File: config.mk
export PLATFORM = sky130hd
export DESIGN_NAME = oisc_bus_arbiter
export DESIGN_NICKNAME = d
export VERILOG_FILES = /design/src/rtl/oisc_bus_arbiter.sv
export SDC_FILE = /design/constraint.sdc
export NUM_CORES = 1
export LEC_CHECK = 0
export BUFFER_PORTS_ARGS = -buffer_cell sky130_fd_sc_hd__buf_2
export CAP_MARGIN = 20
export CORE_UTILIZATION = 47
export CTS_CLUSTER_SIZE = 40
export DETAILED_ROUTE_END_ITERATION = 16
export PLACE_DENSITY = 0.83
export SYNTH_ARGS = -nofsm -noshare
export SYNTH_HDL_FRONTEND = slang
export SYNTH_SLANG_ARGS = --single-unit
File: constraint.sdc
create_clock -name clk -period 2.7 [get_ports clk]
set_input_delay 0 -clock clk [delete_from_list [all_inputs] [get_ports clk]]
set_output_delay 0 -clock clk [all_outputs]
set_load 0.1 [all_outputs]
File: src/rtl/oisc_bus_arbiter.sv
// Two-master round-robin arbiter for the OISC shared bus.
// Each transaction runs IDLE -> BUSY -> DONE; a stalled target is cut off after TIMEOUT cycles.
module oisc_bus_arbiter #(
    parameter int unsigned TIMEOUT  = 16,
    parameter logic [15:0] ERR_DATA = 16'hFFFF
) (
    input  logic        clk,
    input  logic        rst,
    input  logic        m0_req,
    input  logic        m0_we,
    input  logic [15:0] m0_addr,
    input  logic [15:0] m0_wdata,
    output logic [15:0] m0_rdata,
    output logic        m0_ack,
    input  logic        m1_req,
    input  logic        m1_we,
    input  logic [15:0] m1_addr,
    input  logic [15:0] m1_wdata,
    output logic [15:0] m1_rdata,
    output logic        m1_ack,
    output logic        s_valid,
    output logic        s_we,
    output logic [15:0] s_addr,
    output logic [15:0] s_wdata,
    input  logic [15:0] s_rdata,
    input  logic        s_ready,
    output logic [1:0]  grant,
    output logic        bus_err
);

    localparam logic [1:0] IDLE = 2'd0;
    localparam logic [1:0] BUSY = 2'd1;
    localparam logic [1:0] DONE = 2'd2;

    localparam logic [7:0] WAIT_LAST = 8'(TIMEOUT - 1);

    logic [1:0]  state;
    logic        we_q;
    logic [15:0] addr_q;
    logic [15:0] wdata_q;
    logic [7:0]  wait_cnt;
    logic        err_q;
    logic        last_m1;
    logic        pick_m1;
    logic        timeout_hit;

    // m1 wins when alone, or on a tie when m0 was served last.
    always_comb begin
        pick_m1     = m1_req & (~m0_req | ~last_m1);
        timeout_hit = (wait_cnt == WAIT_LAST);
    end

    always_ff @(posedge clk or posedge rst) begin
        if (rst) begin
            state    <= IDLE;
            grant    <= 2'b00;
            we_q     <= 1'b0;
            addr_q   <= 16'h0000;
            wdata_q  <= 16'h0000;
            m0_rdata <= 16'h0000;
            m1_rdata <= 16'h0000;
            wait_cnt <= 8'd0;
            err_q    <= 1'b0;
            last_m1  <= 1'b1;
        end else begin
            case (state)
                IDLE: begin
                    if (m0_req || m1_req) begin
                        grant    <= pick_m1 ? 2'b10 : 2'b01;
                        we_q     <= pick_m1 ? m1_we : m0_we;
                        addr_q   <= pick_m1 ? m1_addr : m0_addr;
                        wdata_q  <= pick_m1 ? m1_wdata : m0_wdata;
                        wait_cnt <= 8'd0;
                        state    <= BUSY;
                    end
                end
                BUSY: begin
                    if (s_ready) begin
                        if (!we_q) begin
                            if (grant[1]) m1_rdata <= s_rdata;
                            else          m0_rdata <= s_rdata;
                        end
                        state <= DONE;
                    end else if (timeout_hit) begin
                        if (!we_q) begin
                            if (grant[1]) m1_rdata <= ERR_DATA;
                            else          m0_rdata <= ERR_DATA;
                        end
                        err_q <= 1'b1;
                        state <= DONE;
                    end else begin
                        wait_cnt <= wait_cnt + 8'd1;
                    end
                end
                DONE: begin
                    last_m1  <= grant[1];
                    grant    <= 2'b00;
                    wait_cnt <= 8'd0;
                    err_q    <= 1'b0;
                    state    <= IDLE;
                end
                default: state <= IDLE;
            endcase
        end
    end

    always_comb begin
        s_valid = (state == BUSY);
        s_we    = we_q & s_valid;
        s_addr  = addr_q;
        s_wdata = wdata_q;
        m0_ack  = (state == DONE) & grant[0];
        m1_ack  = (state == DONE) & grant[1];
        bus_err = (state == DONE) & err_q;
    end

endmodule

---- Yosys cells after proc, flatten, opt, wreduce, memory -nomap -nowiden ----
Index checks and enable logic that the tools add are counted.
storage, ports and cells
  register bits ........................... 79
  output and inout port bits .............. 71
  logic and storage cells ................. 71
operators by class
  add/sub/neg operators ................... 1
  multiplexer cells ....................... 29
  equal/unequal tests ..................... 8
  reduce and logical (&&, ||, !) cells .... 13
  bitwise logic cells ..................... 10
operators with widths
  kind                                                                     count
  16-bit two-way mux                                                       14
  8-bit two-way mux                                                        3
  8-bit case mux with 3 select lines                                       1
  4-bit AND reduction                                                      3
  2-bit two-way mux                                                        5
  8-bit by 1-bit adder with 8-bit output, second input constant            1
  8-bit by 4-bit equality test with 1-bit output, second input constant    1
  2-bit case mux with 2 select lines                                       2
  2-bit inequality test, second input constant                             3
  2-bit AND reduction                                                      3
  2-bit nonzero test                                                       3
  1-bit AND                                                                5
  1-bit inverter                                                           4
  1-bit two-way mux                                                        3
  3-bit by 1-bit inequality test with 1-bit output, second input constant  1
  3-bit AND reduction                                                      1
  3-bit nonzero test                                                       1
  2-bit by 1-bit equality test with 1-bit output, second input constant    1
  2-bit equality test, second input constant                               1
  2-bit zero test                                                          1
  2-bit by 1-bit inequality test with 1-bit output, second input constant  1
  1-bit case mux with 2 select lines                                       1
  1-bit logical OR                                                         1
  1-bit bitwise OR                                                         1

---- Depth between registers and ports, before layout ----
Gate-level depths: netlist of run 1.
  depth in word-level cells ............... 6
  mapped depth ............................ 7
  gate-level depth less buffers ........... 5

---- Least setup slack after synthesis of run 1 ----
Ideal clock, no wire load.
  path kind ............................... flip-flop to flip-flop
  from .................................... reg state[1]
  to ...................................... reg m1_rdata[0]
  setup slack ............................. 374 ps
  path buffers ............................ 3
  data arrival time ....................... 2253 ps
  cell stages (with the launch flop) ...... 8
  clock period less this slack ............ 2326 ps
  cell sequence ........................... dfrtp_1 -> nand2b_1 -> buf_6 -> clkinv_1 -> and3_1 -> buf_2 -> buf_2 -> a2bb2oi_2
on the way
  longest elaborated chain between the ends .. 2
ends and longest elaborated chain
  what                                            RTL line  text
  start, declared                                 37        logic [1:0] state;
  start signal, assigned                          55        state <= IDLE;
  start signal, assigned                          74        state <= BUSY;
  start signal, assigned                          83        state <= DONE;
  2-bit by 1-bit equality test with 1-bit output  --
  named net s_valid                               21        output logic s_valid,
  4-bit AND reduction (no line)                   --
  end signal, assigned                            80        if (grant[1]) m1_rdata <= s_rdata;
  end, declared                                   19        output logic [15:0] m1_rdata,
The timed path passes the listed nets, and every way through them passes these cells.
A chain may end at the register's enable or synchronous reset.

---- Final worst setup path of run 1 ----
  from .................................... reg last_m1
  to ...................................... reg wdata_q[9], in the netlist s_wdata[9]
on the way
  longest elaborated chain between the ends .. 4
ends and longest elaborated chain
  what                    RTL line  text
  start, declared         43        logic last_m1;
  start signal, assigned  96        last_m1 <= grant[1];
  1-bit inverter          49        pick_m1 = m1_req & (~m0_req | ~last_m1);
  1-bit bitwise OR        49
  1-bit AND               49
  16-bit two-way mux      72        wdata_q <= pick_m1 ? m1_wdata : m0_wdata;
  end signal, assigned    72
  end, declared           40        logic [15:0] wdata_q;
No other way between the ends.

==> results.md, run 1 <==
- R2R Path End: s_wdata[9]$_DFFE_PP0P_
- Die W: 89.0 um
- Ranking of synthesized cells by area: dfrtp_1, mux2i_1, a2bb2oi_1
- Count leader, synth: dfrtp_1
- FILL cells: 470
- Drt via density: 5.29
- Max cap viols: 0
- #FFs+latches synth: 79
- Post-synth ARST share: 100%
- First-pass GRT wire length: 16,400 um
- Clock Skews: 0.0116 ns
- Worst-Skew Late Latency: 0.35 ns
- Post-CTS sizing: 0
- Startpoint Class: register
- Placed wire-length estimate: 6130 um
- Depth of the CTS H-tree: 3
- Cts bufs inserted: 9
- DRT antenna net count: 0
- Post-CTS setup buffers: 0
- Cell count after synthesis: 314
- Vias in the first global route: 3,483
- Initial antenna violation count: 0
- Fin. Hold Viols: 1
- Register area share after synthesis: 55.6%
- RR Startpoint: last_m1$_DFFE_PP1P_
- Placement Rows: 31
- Post-synth top flop: dfrtp_1
- CTS tree: built
- Most common library cells after synthesis: dfrtp_1, nand2_1, o21ai_0, mux2i_1, a2bb2oi_1
- CP max FO: 35
- Clock Tree Buf Depth: 2
- Adder-Cell Fraction of Synth Area: 0.351%
- CP bufs+invs: 2
- Die H: 89.0 um
- Residual DRC count: 0
- Cell area after placement: 4430 um^2
- Clock sink count: 79
- Post-Layout Cell Count: 654
- CTS clk-pin slew, worst paths: 0.08 ns
- Num ports: 158
- Violation count after the first detailed-route iteration: 186
- Register-to-Register Path Depth: 5
- Setup CP Type: register to register
- Max-slew headroom: 37.3%
- Outcome: finished, violations left
- Largest family of logic cells by synthesized area: compound AO/OA/AOI/OAI gates
- Avg Cell Area, Syn: 11.3 um^2
- Synth Area in Compound Gates: 18.5%
- Pin count of the biggest net entering global routing: 48
- Crit path max-delay family: buffers and inverters
- Core area: 7290 um^2
- Final GP Congestion: 0.820
- Detailed Route WL: 10,900 um
- Clock Root Buffer: clkbuf_8
- FF-to-FF setup slack: 0.56 ns
- Fin area: 5470 um^2
- GRT Total Usage: 27.6%
- Diodes inserted: 0
- Hold WS: -0.00966 ns
- Min-delay src: m1_wdata[15]
- Synth top area share: 54.8%
- Port Buffers: 157
- Min Tclk post-route: 2.14 ns
- Worst-margin pin slew: 0.933 ns
- RSZ-0062 raised after global routing: false
- DRT Pass-1 Iters: 4
- Setup crit end kind: register
- Final Max Tran Viols: 0
- Failing checks: negative hold slack
- Mux contribution to synthesized area: 9.60%
- Crit path largest cell delay: 0.57 ns
- Worst hold stages: 3
- Xor-xnor portion of the synthesized cell area: 0.246%
- Period utilisation layout: 79.3%
- Starting Density: 48.8%
- Synth Area in Simple Gates: 12.2%
- Final net count: 638
- TNS Setup: 0 ns
- Max Freq: 467 MHz
- Hold Buf Count CTS: 82
- Layout area overhead: 53.6%
- Mean routed wirelength per cell: 16.6 um
- CP max stage cell: dlygate4sd3_1
- Critical Path AT: 2.31 ns
- Fraction of final layout cells sized beyond drive strength 1: 36.8%
- Yosys cell types: 43
- Die area: 7930 um^2
- Mapped Area: 3560 um^2
- WP data required: 2.87 ns
- EDFF count, synth: 0
- Cell chain of the critical path: a21boi_4 -> buf_4 -> mux2i_1 -> dlygate4sd3_1 -> o21ai_0
- Syn nets: 402
- Warnings, synthesis: 0
- Vias post-DR: 3,460
- Hold Path Class: input port to register
- Placed cells: 555
- Grt total ovfl: 0
- Post-synth top area cell: dfrtp_1
- Hold Path End: s_wdata[15]$_DFFE_PP0P_
- Setup violators final: 0
-- per-stage QoR --
step                hold WS, ns  util (%)  setup slack (ns)
finish                 -0.00966      75.0             0.560
global route             0.0352      75.0             0.473
CTS                     0.00564      74.9             0.498
detailed placement        0.167      60.7             0.492
global placement          0.160      60.7             0.708
floorplan                 0.112         -             0.374
-- cell type report --
| type | instances | area (um^2) | area share (%) |
|---|---|---|---|
| tap | 99 | 124 | 2.27 |
| timing repair buffer | 246 | 1660 | 30.3 |
| clock inverter | 7 | 86.3 | 1.58 |
| sequential | 79 | 1980 | 36.2 |
| inverter | 5 | 20.0 | 0.366 |
| multi-input combinational | 209 | 1480 | 27.0 |
| clock buffer | 9 | 124 | 2.27 |
-- cells in the final DEF, fill, tap and decap left out, drive strengths merged, types with 6 or more instances in the layout --
cell type,synthesis,layout
nand3,8,8
nor2,20,20
mux2i,33,33
nand2,41,41
o21ai,39,39
inv,4,7
dlygate4sd3,0,82
buf,12,164
dfrtp,78,78
and2,6,6
clkbuf,9,9
a2bb2oi,32,32
-- logic make-up after synthesis --
group / Yosys count
buffers and inverters: 26
XOR/XNOR: 1
adder cells (fa/ha/maj): 1
AO/OA/AOI/OAI: 85
AND/OR/NAND/NOR: 88
flip-flops: 79
multiplexers: 34
-- state kept, by name, summed over array words and instances, names as in the netlist --
name	count
err_q	1
grant	2
last_m1	1
m0_rdata	16
m1_rdata	16
s_addr	16
s_wdata	16
state	2
wait_cnt	8
we_q	1
-- worst max path at each step --
stage	from	end	slack [ns]	cells after the start
floorplan	state[1]$_DFFE_PP0P_	m1_rdata[0]$_DFFE_PP0P_	0.37	7
global placement	state[1]$_DFFE_PP0P_	m0_rdata[5]$_DFFE_PP0P_	0.71	5
detailed placement	state[1]$_DFFE_PP0P_	m0_rdata[15]$_DFFE_PP0P_	0.49	5
CTS	state[1]$_DFFE_PP0P_	m0_rdata[15]$_DFFE_PP0P_	0.50	5
global route	wait_cnt[0]$_DFFE_PP0P_	m0_rdata[6]$_DFFE_PP0P_	0.47	5
finish	last_m1$_DFFE_PP1P_	s_wdata[9]$_DFFE_PP0P_	0.56	5
-- worst reg2reg max path, stage by stage, from the launching register on --
cell           delay [ns]
dfstp_2              0.39
a21boi_4             0.11
buf_4                0.48
mux2i_1              0.31
dlygate4sd3_1        0.57
o21ai_0              0.11
-- layer usage --
metal / vias up / track usage (%) / share of wire (%)
li1: 1590 / - / -
met1: 1667 / 32.8 / 40
met2: 174 / 47.1 / 51
met3: 29 / 8.13 / 7.0
met4: 0 / 11.3 / 2.6
met5: - / 0 / 0
Power of run 1 is left out: the tool's default activity adds up to more than one toggle a clock period on the data nets, which glitch-free logic cannot reach.
==> inputs of run 2 (changes only) <==
ABC_AREA = 1   (was not set)
CORE_UTILIZATION = 48   (was 47)
clock period = 2 ns   (was 2.7 ns; I/O delays follow)
==> results.md, run 2 <==
- Cts bufs inserted: 9 (unchanged)
- Post-Layout Cell Count: 787 (+20%)
- Mapped Area: 3690 um^2 (+3.8%)
- TNS Setup: -0.193 ns (-0.193 ns)
- Cell count after synthesis: 446 (+42%)
- Final GP Congestion: 0.829 (+1.0%)
- Worst-Skew Late Latency: 0.37 ns (+0.02 ns)
- Num ports: 158 (unchanged)
- Most common cell after layout, fill and taps aside: buf_2
- FF/Latch Area: 1980 um^2 (unchanged)
- Setup crit end kind: register
- Count leader, synth: nand2_1
- Warnings, synthesis: 0 (unchanged)
- Drt via density: 5.89 (+11%)
- Core area: 7330 um^2 (+0.53%)
- Register-to-Register Path Depth: 6 (+1)
- Setup violators final: 4 (+4)
- EDFF count, synth: 0 (unchanged)
- Violation count after the first detailed-route iteration: 438 (+140%)
- Grt total ovfl: 0 (unchanged)
- CP max FO: 11 (-69%)
- Pin count of the biggest net entering global routing: 36 (-25%)
- Most frequent cells in the layout: buf_2, nand2_1, dfrtp_1
- Worst setup endpoint: s_addr[1]$_DFFE_PP0P_
- Worst-margin pin slew: 0.941 ns (+0.00775 ns)
- FF-to-FF setup slack: -0.09 ns (-0.65 ns)
- Avg Cell Area, Syn: 8.28 um^2 (-27%)
- Yosys cell types: 27 (-37%)
- GRT Total Usage: 35.9% (+8.3 points)
- Clock sink count: 79 (unchanged)
- Setup CP Type: register to register
- Die W: 89.7 um (+0.78%)
- Clock Root Buffer: clkbuf_8
- Outcome: finished, violations left
- Starting Density: 50.4% (+1.6 points)
- Startpoint Class: register
- DRT Pass-1 Iters: 8 (+4)
- Vias in the first global route: 4,523 (+30%)
- Register area share after synthesis: 53.6% (-2.0 points)
- Max-slew headroom: 37.0% (-0.28 points)
- RSZ-0062 raised after global routing: true
- Final Max Tran Viols: 0 (unchanged)
- DRT antenna net count: 0 (unchanged)
- WP data required: 2.24 ns (-0.63 ns)
- Placed wire-length estimate: 7060 um (+15%)
- Post-synth ARST share: 100% (unchanged)
- Residual DRC count: 0 (unchanged)
- CTS clk-pin slew, worst paths: 0.09 ns (about the same)
- Clock Skews: 0.0170 ns (+0.00535 ns)
- Mean routed wirelength per cell: 19.3 um (+16%)
- Critical Path AT: 2.33 ns (+0.02 ns)
- Max cap viols: 0 (unchanged)
- Period utilisation layout: 105% (+25 points)
- RR Startpoint: last_m1$_DFFE_PP1P_
- Setup ws final: -0.0918 ns (-0.652 ns)
- Multi-input logic area: 1540 um^2 (+4.6%)
- Placed cells: 691 (+25%)
- Hold Path Class: input port to register
- Post-synth top flop: dfrtp_1
- Detailed Route WL: 15,200 um (+40%)
- Post-layout util: 76.4% (+1.4 points)
- Final net count: 770 (+21%)
- Fin. Hold Viols: 0 (-1)
- CP startpoint: last_m1$_DFFE_PP1P_
- Syn nets: 534 (+33%)
- Clock Tree Buf Depth: 2 (unchanged)
- Max Freq: 478 MHz (+2.3%)
- Vias post-DR: 4,632 (+34%)
- Port Buffers: 157 (unchanged)
- Placement Rows: 31 (unchanged)
- #FFs+latches synth: 79 (unchanged)
- R2R Path End: s_addr[1]$_DFFE_PP0P_
- Ranking of synthesized cells by area: dfrtp_1, nand2_1, o21ai_0
- Synth top area share: 52.8% (-2.0 points)
- Depth of the CTS H-tree: 3 (unchanged)
- Die area: 8050 um^2 (+1.6%)
- Post-synth top area cell: dfrtp_1
- FILL cells: 471 (+0.21%)
- Most common library cells after synthesis: nand2_1, dfrtp_1, o21ai_0, nor2_1, nand4_1
- Hold WS: 0.0112 ns (+0.0208 ns)
- Failing checks: negative setup slack
- Min Tclk post-route: 2.09 ns (-0.0484 ns)
- Fraction of final layout cells sized beyond drive strength 1: 32.6% (-4.2 points)
- Layout area overhead: 51.7%
- Initial antenna violation count: 1 (+1)
- First-pass GRT wire length: 22,600 um (+38%)
- CTS tree: built
- Die H: 89.7 um (+0.78%)
run 2: cell types whose count changed in the layout (fill, tap and decap cells not counted), sizes merged, moves of 9 or more:
cell	change
nand2	+110
mux2i	-33
a2bb2oi	-32
nand4	+32
nor2	+23
nand3	+18
or2	+14
inv	+10
buf	+9
dlygate4sd3	-9
run 2: logic make-up after synthesis:
group / share of synthesized area, %
buffers and inverters: 5.32
adder cells (fa/ha/maj): 0.339
XOR/XNOR: 0.474
AND/OR/NAND/NOR: 32.8
AO/OA/AOI/OAI: 7.49
flip-flops: 53.6
run 2: what timing repair did:
| item | CTS | global route |
|---|---|---|
| setup endpoints to repair | 0 | 5 |
| endpoints found under the hold margin | 63 | 1 |
| resized for setup | 0 | 13 |
| hold buffers | 72 | 1 |
| buffers inserted | 0 | 5 |
run 2: worst min path at each step:
stage,start,to,slack [ns],depth (start not counted)
after floorplan,m0_addr[15],s_addr[15]$_DFFE_PP0P_,0.12,2
after global placement,rst,s_wdata[15]$_DFFE_PP0P_,0.09,2
after detailed placement,rst,s_wdata[2]$_DFFE_PP0P_,0.09,2
after CTS,s_rdata[13],m0_rdata[13]$_DFFE_PP0P_,0.001,4
after global routing,s_rdata[2],m0_rdata[2]$_DFFE_PP0P_,0.03,4
final,s_rdata[2],m0_rdata[2]$_DFFE_PP0P_,0.01,4
run 2: stage by stage:
step	cell area, um^2	setup slack, ns
floorplan	3710	0.00216
global placement	4600	0.383
detailed placement	4600	0.303
CTS	5520	0.0201
global route	5600	-0.0759
finish	5600	-0.0918
run 2: area by class of cell:
| cell class | instances | area share, % |
|---|---|---|
| sequential | 79 | 35.3 |
| timing repair buffer | 247 | 29.7 |
| multi-input combinational | 324 | 27.6 |
| clock buffer | 10 | 2.28 |
| tap | 99 | 2.21 |
| inverter | 20 | 1.54 |
| clock inverter | 6 | 1.23 |
| timing repair inverter | 1 | 0.0893 |
| antenna | 1 | 0.0447 |
run 2: per-layer routing:
metal  part of all wire [%]  vias up  GRT usage, %
li1                       -     1930             -
met1                     35     2111          42.8
met5                      0        -             0
met2                     46      471          57.2
met4                    6.9        0          21.6
met3                     13      120          11.1
run 2: critical path, cell delays in order (launching register included):
cell,delay (ns)
dfstp_2,0.56
nand2_1,0.09
nand2_4,0.12
buf_4,0.14
clkinvlp_2,0.41
o21ai_0,0.48
o21ai_0,0.15
Power of run 2 is left out for the same reason.
